==> config.mk <==
export PLATFORM = sky130hd
export DESIGN_NAME = pwm_duty_selector
export DESIGN_NICKNAME = d
export VERILOG_FILES = /design/src/rtl/pwm_duty_selector.sv
export SDC_FILE = /design/constraint.sdc
export NUM_CORES = 1
export LEC_CHECK = 0
export CAP_MARGIN = 20
export CORE_MARGIN = 4
export CORE_UTILIZATION = 40
export CTS_BUF_LIST = sky130_fd_sc_hd__clkbuf_8
export DETAILED_ROUTE_END_ITERATION = 10
export PLACE_DENSITY = 0.65
export SLEW_MARGIN = 20
export SYNTH_ARGS = -nofsm -noshare
export SYNTH_HDL_FRONTEND = slang
export SYNTH_SLANG_ARGS = --single-unit
==> constraint.sdc <==
create_clock -name clk -period 5.41 [get_ports clk]
set_input_delay 1.3525 -clock clk [delete_from_list [all_inputs] [get_ports clk]]
set_output_delay 1.3525 -clock clk [all_outputs]
set_load 0.02 [all_outputs]
==> src/rtl/pwm_duty_selector.sv <==
// rtl/pwm_duty_selector.sv - button/auto-ramp front end producing the 2-bit PWM duty code
module pwm_duty_selector #(
  parameter int DEBOUNCE_CYCLES = 4,
  parameter int RAMP_PERIOD     = 16,
  parameter int WRAP            = 0
) (
  input  logic       clk,
  input  logic       reset,
  input  logic       btn_up,
  input  logic       btn_down,
  input  logic       auto_en,
  output logic [1:0] duty_cycle,
  output logic       duty_change,
  output logic       auto_active
);

  // Debounce counter must hold DEBOUNCE_CYCLES-1; +1 keeps the width non-zero when D = 1.
  localparam int DCW = $clog2(DEBOUNCE_CYCLES + 1);
  localparam int RCW = $clog2(RAMP_PERIOD);

  typedef enum logic [1:0] {MANUAL, RAMP_UP, RAMP_DOWN} state_t;

  // Bit 0 = up button, bit 1 = down button, bit 2 = auto switch (synchroniser only).
  logic [2:0]          meta_q, meta_d;
  logic [2:0]          sync_q, sync_d;
  logic [1:0][DCW-1:0] db_cnt_q, db_cnt_d;
  logic [1:0]          stable_q, stable_d;
  logic [1:0]          stable_prev_q, stable_prev_d;
  logic [1:0]          press;

  state_t              state_q, state_d;
  logic [RCW-1:0]      ramp_cnt_q, ramp_cnt_d;
  logic [1:0]          duty_q, duty_d;
  logic                duty_change_q, duty_change_d;
  logic                auto_active_q, auto_active_d;

  logic                up_evt, dn_evt, auto_s, ramp_wrap;

  // Synchronise the raw inputs and debounce both buttons into stable levels.
  always_comb begin
    meta_d        = {auto_en, btn_down, btn_up};
    sync_d        = meta_q;
    stable_d      = stable_q;
    db_cnt_d      = db_cnt_q;
    stable_prev_d = stable_q;
    for (int i = 0; i < 2; i++) begin
      if (sync_q[i] == stable_q[i]) begin
        db_cnt_d[i] = '0;
      end else if (db_cnt_q[i] == DCW'(DEBOUNCE_CYCLES - 1)) begin
        stable_d[i] = ~stable_q[i];
        db_cnt_d[i] = '0;
      end else begin
        db_cnt_d[i] = db_cnt_q[i] + 1'b1;
      end
    end
  end

  // Only rising edges of the debounced level count as presses; releases are silent.
  assign press  = stable_q & ~stable_prev_q;
  assign up_evt = press[0] & ~press[1];
  assign dn_evt = press[1] & ~press[0];
  assign auto_s = sync_q[2];
  assign ramp_wrap = (ramp_cnt_q == RCW'(RAMP_PERIOD - 1));

  // Next state, ramp timer and duty code; auto mode takes priority over buttons.
  always_comb begin
    state_d    = state_q;
    ramp_cnt_d = ramp_cnt_q;
    duty_d     = duty_q;
    case (state_q)
      MANUAL: begin
        if (auto_s) begin
          state_d    = (duty_q == 2'd3) ? RAMP_DOWN : RAMP_UP;
          ramp_cnt_d = '0;
        end else if (up_evt) begin
          if (duty_q != 2'd3)  duty_d = duty_q + 2'd1;
          else if (WRAP != 0)  duty_d = 2'd0;
        end else if (dn_evt) begin
          if (duty_q != 2'd0)  duty_d = duty_q - 2'd1;
          else if (WRAP != 0)  duty_d = 2'd3;
        end
      end
      RAMP_UP: begin
        if (!auto_s) begin
          state_d    = MANUAL;
          ramp_cnt_d = '0;
        end else if (ramp_wrap) begin
          ramp_cnt_d = '0;
          duty_d     = duty_q + 2'd1;
          if (duty_q == 2'd2) state_d = RAMP_DOWN;
        end else begin
          ramp_cnt_d = ramp_cnt_q + 1'b1;
        end
      end
      RAMP_DOWN: begin
        if (!auto_s) begin
          state_d    = MANUAL;
          ramp_cnt_d = '0;
        end else if (ramp_wrap) begin
          ramp_cnt_d = '0;
          duty_d     = duty_q - 2'd1;
          if (duty_q == 2'd1) state_d = RAMP_UP;
        end else begin
          ramp_cnt_d = ramp_cnt_q + 1'b1;
        end
      end
      default: begin
        state_d    = MANUAL;
        ramp_cnt_d = '0;
      end
    endcase
    duty_change_d = (duty_d != duty_q);
    auto_active_d = (state_d != MANUAL);
  end

  // All state registers; reset clears everything immediately.
  always_ff @(posedge clk or posedge reset) begin
    if (reset) begin
      meta_q        <= '0;
      sync_q        <= '0;
      db_cnt_q      <= '0;
      stable_q      <= '0;
      stable_prev_q <= '0;
      state_q       <= MANUAL;
      ramp_cnt_q    <= '0;
      duty_q        <= 2'd0;
      duty_change_q <= 1'b0;
      auto_active_q <= 1'b0;
    end else begin
      meta_q        <= meta_d;
      sync_q        <= sync_d;
      db_cnt_q      <= db_cnt_d;
      stable_q      <= stable_d;
      stable_prev_q <= stable_prev_d;
      state_q       <= state_d;
      ramp_cnt_q    <= ramp_cnt_d;
      duty_q        <= duty_d;
      duty_change_q <= duty_change_d;
      auto_active_q <= auto_active_d;
    end
  end

  assign duty_cycle  = duty_q;
  assign duty_change = duty_change_q;
  assign auto_active = auto_active_q;

endmodule

**Word level (Yosys, flattened, before mapping)**

Cells that the tools add are included.

- Register bits after elaboration: 26
- Logic and storage cells: 73

- Add/subtract/negate cells: 5
- Eq/ne operators: 13
- Multiplexer cells: 27
- Bitwise gates (word level): 10
- Reductions and logical operators: 6

Operator list:

| operator | count |
|---|---|
| 2-bit 2-to-1 mux | 17 |
| 3-bit 2-to-1 mux | 4 |
| 4-bit 2-to-1 mux | 3 |
| 2-bit case mux with 3 select lines | 2 |
| 4-bit case mux with 2 select lines | 1 |
| 3-bit by 1-bit adder with 3-bit output (second input constant) | 2 |
| 2-bit equality test (second input constant) | 3 |
| 3-bit by 2-bit equality test with 1-bit output (second input constant) | 2 |
| 1-bit NOT | 6 |
| 4-bit by 1-bit adder with 4-bit output (second input constant) | 1 |
| 2-bit by 1-bit equality test with 1-bit output (second input constant) | 2 |
| 4-bit equality test (second input constant) | 1 |
| 2-bit != test (second input constant) | 2 |
| 2-bit AND reduction | 2 |
| 2-bit nonzero test | 2 |
| 2-bit by 1-bit adder with 2-bit output (second input constant) | 1 |
| 1-bit bitwise AND | 2 |
| 2-bit bitwise AND | 1 |
| 1-bit equality test | 2 |
| 2-bit zero test | 1 |
| 2-bit != test | 1 |
| 2-bit NOT | 1 |
| 2-bit OR reduction | 1 |
| 2-bit by 1-bit subtractor with 2-bit output (second input constant) | 1 |

**Logic depth before layout (Yosys ltp)**

Gate-level depths: netlist (run 1).

- Depth in word-level cells: 9
- Mapped depth: 7
- Mapped depth without buffers: 7

**Least setup slack after synthesis (run 1)**

No wires, ideal clock.

- Path type: reg2reg
- Start: register duty_q[0] (netlist: duty_cycle[0])
- End: register duty_q[0] (netlist: duty_cycle[0])
- Setup time: 0.119 ns
- Arrival time: 1.724 ns
- Required time: 5.291 ns
- Path slack: 3.567 ns
- Stages on the path, launching flop included: 7
- Buffers on the path: 0
- Cells stage by stage: dfrtp_1 > inv_1 > ha_1 > or3_1 > a211oi_2 > o2111ai_1 > and2_1

- Word-level cells in the longest chain between the ends: 6

Ends and longest elaborated chain:

| what | line | RTL |
|---|---|---|
| from (decl) | 33 | `logic [1:0] duty_q, duty_d;` |
| from (signal assigned) | 137 | `duty_q <= duty_d;` |
| 2-bit by 1-bit subtractor with 2-bit output / 2-bit nonzero test (equally long branches) | 79, 101 |  |
| 2-bit 2-to-1 mux | 79 | `if (duty_q != 2'd0) duty_d = duty_q - 2'd1;` |
| 2-bit 2-to-1 mux | 78 | `end else if (dn_evt) begin` |
| 2-bit 2-to-1 mux | 75 | `end else if (up_evt) begin` |
| 2-bit 2-to-1 mux | 72 | `if (auto_s) begin` |
| 2-bit case mux with 3 select lines * | 70 | `case (state_q)` |
| via duty_d[0] | 33 |  |

The timed path passes the listed nets; every way through them passes the cells marked *.
A chain may end at the register's enable or synchronous reset.

**Worst setup path after layout (run 1)**

- Start: register duty_q[0] (netlist: duty_cycle[0])
- End: output duty_cycle[0]

RTL lines:

| what | line | RTL |
|---|---|---|
| to (decl) | 12 | `output logic [1:0] duty_cycle,` |

No word-level cell between the ends.

==> results.cfg, run 1 <==
[global_route]
antenna_found_initial = 0
grt_pass1_vias = 868
grt_max_degree = 27
grt_use_total_pct = 11.2
grt_overflow = 0
grt_first_pass_wirelength_um = 3720

[power_and_ir_drop]
swShare_pct = 36.1
p_comb_share_pct = 41.2
p_seq_share_pct = 43.5
peakVddDrop_v = 0.000176
p_clk_share_pct = 15.3
total_leakage_power_nw = 0.661
switchingPower_w = 0.000242
power_density_nw_per_um2 = 450
internal_power_w = 0.000428

[finish]
fill_cells = 276
final_util_pct = 48.3
nNetsFinal = 144
areaGrowthSynthToFinish_pct = 14.3
regArea_sq_um = 651
layout-drive-gt1-share_pct = 7.20
multi_input_area_sq_um = 623
insertedDiodeCount = 0

[detailed_routing]
drtAntennaViolNets = 0
via_count = 870
drt-vias-per-instance = 5.15
drt-wirelength-per-cell_um = 12.4
drc = 0
drt_iter0_drc = 47
drtPass1Iterations = 4
drt_wl_total_um = 2100

[setup_path]
cp_top_family = buffers and inverters
reg2reg_depth = 7
crit_start = duty_cycle[0]
cp.required_ns = 4.06
slowest_delay_ns = 0.64
crit_end = duty_cycle[0]
r2r-start = state_q[0]
r2r_setup_slack_ns = 3.45
crit_chain = clkdlybuf4s50_1
critPathKind = reg2out
crit_cells = 1
critPathSlowestCell = clkdlybuf4s50_1
worstPathMaxFanout = 6
r2r-end = duty_change
cp.arrival_ns = 1.35
path_buf_inv = 1
start_kind = flip-flop
cp-end-kind = output pin

[timing]
finalHoldViolations = 0
clock_skew_ns = 0.00220
worst_pin_slew_ns = 0.472
worst_hold_slack_ns = 0.351
finalSetupViolCount = 0
max_freq_mhz = 370
final.setup.tns_ns = 0
slew_viol_final = 0
slew_headroom_pct = 68.5
finalCriticalPeriod_ns = 2.70
period_share_pct = 49.9
rsz0062_at_grt = false

[clock_tree]
clock_path_buffers = 2
cts-root-buf = clkbuf_8
ctsHoldBuffers = 0
cts_inserted_buffers = 3
cts_num_sinks = 26
htree_levels = 1
postCtsSetupRepairBufs = 0
cts_tree = yes
clock_latency_ns = 0.26
cts_resized = 0
cts.reportedPaths.clkPinSlew_ns = 0.08

[place]
place.gp.congestion = 0.897
port_buffers = 8
dp_hpwl_um = 1620

[synthesis]
synthTopCellsByArea = dfrtp_1 (50%), ha_1 (12%), mux2_1 (2.6%)
synth.ff_latch_count = 26
syn_inst = 114
yosysTopAreaCellShare_pct = 50.0
synthArstFlopShare_pct = 100
synth-edff-count = 0
yosysMostFrequentCell = dfrtp_1
synthFlopType = dfrtp_1
syn-num-nets = 131
yosysUniqueCellTypes = 35
netlist_area_sq_um = 1300
avgSynthCellArea_sq_um = 11.4
synth_warnings = 0
yosysTopAreaCell = dfrtp_1
ys_seq_area_share_pct = 50.0
ys_top_cells_by_count = dfrtp_1 (26), ha_1 (12), a21oi_1 (6), inv_1 (6)

[floorplanning]
start_util_pct = 42.3
ios = 9
fp.dieArea_sq_um = 4230
rows = 20
die_y_um = 65.0
core_area_sq_um = 3080
die_x_um = 65.0

[run_status]
status = complete, no violations

[worst_hold_path]
min_path_type = reg2reg

[run]
max-cap-violations = 0
[cell type report]
| class | count | share of cell area, % |
|---|---|---|
| Clock buffer | 3 | 2.78 |
| Sequential cell | 26 | 43.7 |
| Timing Repair Buffer | 9 | 6.39 |
| Inverter | 6 | 1.51 |
| Tap cell | 44 | 3.70 |
| Multi-Input combinational cell | 81 | 41.9 |
[flip-flops by register name, summed over array words and instances (netlist names)]
register	cells
state_q	2
stable_prev_d	2
ramp_cnt_q	4
duty_cycle	2
meta_q	3
stable_prev_q	2
duty_change	1
db_cnt_q	6
auto_active	1
sync_q	3
[per-layer routing]
| metal | up-vias | part of all wire, % | global-route usage [%] |
|---|---|---|---|
| met2 | 13 | 47 | 18.1 |
| met3 | 2 | 3.2 | 2.25 |
| met1 | 425 | 49 | 15.2 |
| li1 | 430 | - | - |
| met5 | - | 0 | 0 |
| met4 | 0 | 0.48 | 3.11 |
[power groups by stage]
| stage | Clock [W] | Sequential, W | Combinational, W |
|---|---|---|---|
| final | 0.000102 | 0.000291 | 0.000276 |
| after global routing | 0.000115 | 0.000300 | 0.000312 |
| after CTS | 0.000107 | 0.000292 | 0.000276 |
| after detailed placement | 0 | 0.000296 | 0.000274 |
| after global placement | 0 | 0.000291 | 0.000267 |
| after floorplan | 0 | 0.000299 | 0.000193 |
[placed cells by master (no fill, tap or decap), types with 2 or more instances in the layout]
cell type and n:
a211oi_2 2, a21o_1 2, a21oi_1 6, and2_1 2
and2b_1 2, clkbuf_8 3, clkdlybuf4s50_1 8, dfrtp_1 26
ha_1 12, inv_1 6, mux2_1 3, mux2i_1 2
nand2_1 4, nand3_1 5, nor2b_1 4, nor3_1 4
nor3b_1 4, o21ai_0 3, o21ai_1 5, o22ai_1 2
or2_1 2, xnor2_1 3
[worst min path at each step]
| stage | startpoint | to | slack, ns | cells past startpoint |
|---|---|---|---|---|
| final | meta_q[2] | sync_q[2] | 0.35 | 0 |
| after floorplan | meta_q[0] | sync_q[0] | 0.33 | 0 |
| after global placement | meta_q[1] | sync_q[1] | 0.33 | 0 |
| after global routing | meta_q[2] | sync_q[2] | 0.37 | 0 |
| after CTS | meta_q[2] | sync_q[2] | 0.35 | 0 |
| after detailed placement | meta_q[2] | sync_q[2] | 0.33 | 0 |
[cells by family after synthesis]
logic type | count (synthesis) | share of synthesized area (%)
AOI/OAI and AO/OA | 26 | 13.3
xor gates and xnor gates | 3 | 2.02
adders and majority gates | 12 | 11.5
buffers and inverters | 7 | 2.11
DFF | 26 | 50.0
muxes | 5 | 4.13
and+or+nand+nor | 35 | 16.9
[through the flow]
step                cells  worst slack, ns  cell area (sq um)  power (W)
detailed placement    165             2.87               1430   0.000570
floorplan             114             3.54               1300   0.000492
global placement      165             2.89               1430   0.000558
global route          169             2.64               1490   0.000727
finish                169             2.71               1490   0.000669
CTS                   168             2.70               1470   0.000675
Power figures use the tool's default switching activity.
==> inputs of run 2 (changes only) <==
==> constraint.sdc (replaced) <==
create_clock -name clk -period 2.6 [get_ports clk]
set_input_delay 0.65 -clock clk [delete_from_list [all_inputs] [get_ports clk]]
set_output_delay 0.65 -clock clk [all_outputs]
set_load 0.02 [all_outputs]
==> run 2 against run 1 <==
Global-route usage grew 0.93 points. Utilization grew 0.20 points. Sequential share of layout area shrank 0.18 points. Combinational power grew 110%. Via count grew 0.92%. Total power grew 110%. Sequential power grew 110%. Clock power grew to 2.5 times the previous value. Critical path type is now reg2reg. Largest cell class unchanged.
==> results.cfg, run 2 (synthesis results as in run 1) <==
[run_status]
status = complete, no violations

[detailed_routing]
drt_wl_total_um = 2160
drt-vias-per-instance = 5.16
via_count = 878
drtPass1Iterations = 4
drt_iter0_drc = 36
drc = 0
drt-wirelength-per-cell_um = 12.7
drtAntennaViolNets = 0

[global_route]
grt_max_degree = 27
grt_overflow = 0
antenna_found_initial = 0
grt_use_total_pct = 12.1
grt_first_pass_wirelength_um = 4000
grt_pass1_vias = 916

[setup_path]
cp_top_family = compound AO/OA/AOI/OAI gates
r2r-start = state_q[0]
start_kind = flip-flop
cp.arrival_ns = 2.14
cp-end-kind = flip-flop
worstPathMaxFanout = 5
cp.required_ns = 2.73
path_buf_inv = 1
critPathSlowestCell = dfrtp_1
slowest_delay_ns = 0.41
crit_chain = inv_1, ha_1, and2b_1, nor3b_2, a211oi_1, o22a_1, o221ai_1
crit_start = state_q[0]
critPathKind = reg2reg

[timing]
finalCriticalPeriod_ns = 2.01
rsz0062_at_grt = false
max_freq_mhz = 497
slew_viol_final = 0
finalHoldViolations = 0
finalSetupViolCount = 0
slew_headroom_pct = 74.1
final.setup.tns_ns = 0
worst_pin_slew_ns = 0.389
clock_skew_ns = 0.00498
period_share_pct = 77.3

[floorplanning]
rows = 20
die_y_um = 65.0
ios = 9
fp.dieArea_sq_um = 4230
die_x_um = 65.0
core_area_sq_um = 3080
start_util_pct = 42.3

[clock_tree]
clock_path_buffers = 2
clock_latency_ns = 0.27
htree_levels = 1
postCtsSetupRepairBufs = 0
cts_resized = 0
cts_inserted_buffers = 3
cts-root-buf = clkbuf_8
cts_tree = yes
cts.reportedPaths.clkPinSlew_ns = 0.09
cts_num_sinks = 26
ctsHoldBuffers = 0

[worst_hold_path]
hold_start = meta_q[1]
min_path_type = reg2reg

[finish]
regMostFlops = db_cnt_q
top_regs = db_cnt_q (6), ramp_cnt_q (4)
insertedDiodeCount = 0
final_common_cell = dfrtp_1
nNetsFinal = 144
layout_common_cells = dfrtp_1 (26), ha_1 (12), clkdlybuf4s50_1 (8), inv_1 (6), a21oi_1 (6)
final_util_pct = 48.5
layout-drive-gt1-share_pct = 7.94
largest_reg_flops = 6
areaGrowthSynthToFinish_pct = 14.8

[place]
port_buffers = 8
place.gp.congestion = 0.905
dp_hpwl_um = 1620

[run]
max-cap-violations = 0

[power_and_ir_drop]
power_density_nw_per_um2 = 960
total_leakage_power_nw = 0.665
peakVddDrop_v = 0.000384
run 2: cell count changes in the layout (fill, tap and decap cells not counted):
cell	before	now
buf_8	1	0
buf_4	0	1
clkbuf_8	3	4
run 2: routing by layer:
layer	routed length, um	track usage, %	vias up	part of all wire (%)
met5	0	0	-	0
met4	54	6.22	0	2.5
met3	109	2.25	7	5.1
met2	946	18.8	21	44
met1	1050	16.2	420	49
li1	-	-	430	-
run 2: final timing paths:
kind	to	slack, ns	depth (start not counted)
hold / removal	sync_q[1]	0.36	0
max in group asynchronous	ramp_cnt_q[2]	1.62	3
setup reg to reg	duty_change	0.59	7
setup / recovery	duty_change	0.59	7
hold reg to reg	sync_q[1]	0.36	0
min in group asynchronous	sync_q[0]	0.73	3
run 2: per-stage QoR:
stage	power, W	std cells	hold slack (ns)	instance area (sq um)	setup slack (ns)
after global placement	0.00116	166	0.332	1440	0.669
after CTS	0.00145	170	0.357	1490	0.571
final	0.00143	170	0.356	1490	0.589
after detailed placement	0.00119	166	0.336	1440	0.648
after floorplan	0.00102	114	0.331	1300	0.757
after global routing	0.00156	170	0.366	1490	0.485
run 2: final cells by class:
| cell class | instances | area (sq um) |
|---|---|---|
| well taps | 44 | 55.1 |
| inverters | 6 | 22.5 |
| flip-flops and latches | 26 | 651 |
| repair buffers | 9 | 87.6 |
| clock buffers | 4 | 55.1 |
| multi-input cells | 81 | 623 |
| fillers | 294 | 1580 |
run 2: power by group:
part / leakage [nW] / switching (W) / total [W] / internal, W
clock network: 0.0288 / 0.000122 / 0.000257 / 0.000135
registers: 0.330 / 0.0000941 / 0.000608 / 0.000514
logic: 0.307 / 0.000297 / 0.000569 / 0.000272
==> inputs of run 3 (changes only) <==
--- a/config.mk
+++ b/config.mk
@@ -10,7 +10,7 @@
 export CORE_UTILIZATION = 40
 export CTS_BUF_LIST = sky130_fd_sc_hd__clkbuf_8
 export DETAILED_ROUTE_END_ITERATION = 10
-export PLACE_DENSITY = 0.65
+export PLACE_DENSITY = 0.67
 export SLEW_MARGIN = 20
 export SYNTH_ARGS = -nofsm -noshare
 export SYNTH_HDL_FRONTEND = slang
==> constraint.sdc (replaced) <==
create_clock -name clk -period 1.67 [get_ports clk]
set_input_delay 0.4175 -clock clk [delete_from_list [all_inputs] [get_ports clk]]
set_output_delay 0.4175 -clock clk [all_outputs]
set_load 0.02 [all_outputs]
==> run 3 against run 2 <==
The flow now finishes with violations (setup timing). Combinational power is 150% higher. Sequential power grew 50%. Flip-flop and latch count unchanged. Wire length up 22%. Clock power grew 33%. Utilization rose by 7.2 points. Maximum frequency up 16%. Critical path depth down 1. Register-to-register slack got worse by 0.66 ns. Highest routed layer unchanged.
==> results.cfg, run 3 (synthesis results as in run 1) <==
[run_status]
status = complete, but fails checks
violations = setup timing

[clock_tree]
ctsHoldBuffers = 0
cts_tree = yes
htree_levels = 1
cts_num_sinks = 26
cts_inserted_buffers = 3
cts.reportedPaths.clkPinSlew_ns = 0.08
clock_latency_ns = 0.26
clock_path_buffers = 2
cts-root-buf = clkbuf_8

[global_route]
grt_max_degree = 27
grt_first_pass_wirelength_um = 4550
antenna_found_initial = 0
grt_use_total_pct = 13.8
grt_overflow = 0
grt_pass1_vias = 1043

[finish]
areaGrowthSynthToFinish_pct = 31.8
layout-drive-gt1-share_pct = 32.6
nNetsFinal = 159
regMostFlops = db_cnt_q
largest_reg_flops = 6
layout_common_cells = dfrtp_1 (24), buf_4 (16), ha_1 (8), o21ai_1 (6), clkdlybuf4s50_1 (6)
top_regs = db_cnt_q (6), ramp_cnt_q (4)
final_common_cell = dfrtp_1
layoutNonFillerInstCount = 185
insertedDiodeCount = 0

[power_and_ir_drop]
p_seq_share_pct = 34.3
p_comb_share_pct = 52.9
internal_power_w = 0.00169
power_density_nw_per_um2 = 1550
peakVddDrop_v = 0.000664
finalPower_w = 0.00266
swShare_pct = 36.6
switchingPower_w = 0.000976
total_leakage_power_nw = 0.757
p_clk_share_pct = 12.8

[floorplanning]
fp.dieArea_sq_um = 4230
start_util_pct = 42.3
rows = 20
ios = 9
die_y_um = 65.0
core_area_sq_um = 3080
die_x_um = 65.0

[setup_path]
cp.arrival_ns = 1.89
crit_chain = buf_4, ha_4, or3_4, a211oi_2, o2111ai_2, and2_1
cp.required_ns = 1.83
start_kind = flip-flop
path_buf_inv = 1
cp_top_family = simple AND/OR/NAND/NOR gates
critPathSlowestCell = dfrtp_2
slowest_delay_ns = 0.42
cp-end-kind = flip-flop
worstPathMaxFanout = 3
critPathKind = reg2reg

[timing]
finalHoldViolations = 0
max_freq_mhz = 576
setup_slack_ns = -0.0658
worst_pin_slew_ns = 0.321
period_share_pct = 104
slew_headroom_pct = 78.6
rsz0062_at_grt = true
slew_viol_final = 0
clock_skew_ns = 0.00186
finalSetupViolCount = 4
final.setup.tns_ns = -0.119
finalCriticalPeriod_ns = 1.74

[detailed_routing]
drt_wl_total_um = 2630
drt_iter0_drc = 37
via_count = 966
drc = 0
drt-vias-per-instance = 5.22
drtPass1Iterations = 4
drt-wirelength-per-cell_um = 14.2
drtAntennaViolNets = 0

[place]
dp_cells = 179
dp_hpwl_um = 1910
port_buffers = 8
post-place-ws_ns = -0.121
place.gp.congestion = 0.874

[run]
max-cap-violations = 0

[worst_hold_path]
min_path_type = reg2reg
==> run 3: worst paths after layout <==
path,from,endpoint,slack [ns],cells after the start
setup / recovery,duty_cycle[1],duty_cycle[0],-0.07,6
hold / removal,meta_q[1],sync_q[1],0.36,0
setup reg to reg,duty_cycle[1],duty_cycle[0],-0.07,6
hold reg to reg,meta_q[1],sync_q[1],0.36,0
max in group asynchronous,reset,duty_cycle[0],0.91,3
min in group asynchronous,reset,stable_prev_q[0],0.50,3
==> run 3: power by group through the flow <==
stage	clock (W)	sequential [W]	combinational (W)
global route	0.000383	0.000932	0.00154
detailed placement	0	0.000929	0.00116
finish	0.000342	0.000913	0.00141
global placement	0	0.000916	0.00111
CTS	0.000353	0.000911	0.00131
floorplan	0	0.000982	0.000644
==> run 3: layout make-up <==
class                   count  area [sq um]
clock inverters             1          3.75
fillers                   269          1360
repair buffers             24           198
flip-flops and latches     26           653
clock buffers               3          41.3
inverters                   6          25.0
well taps                  44          55.1
multi-input cells          81           739
==> run 3: per-stage QoR <==
stage               utilization (%)  hold WS (ns)  instance area, sq um
finish                         55.7         0.356                  1720
global route                   55.7         0.366                  1720
CTS                            54.2         0.359                  1670
detailed placement             50.7         0.339                  1560
global placement               50.7         0.334                  1560
floorplan                         -         0.331                  1320
==> run 3: per-layer routing <==
metal	routed length [um]	global-route usage (%)	vias to the layer above	share of wire, %
met2	1430	24.5	16	55
met5	0	0	-	0
met4	16	4.66	0	0.61
met1	1100	17.0	483	42
met3	77	2.08	2	2.9
li1	-	-	465	-
==> run 3: what timing repair did <==
action / 4_1_cts / 5_1_grt
gates resized for setup: 13 / 10
cloned: 0 / 0
pin swaps: 7 / 5
buffers inserted: 2 / 0
setup endpoints to repair: 6 / 4
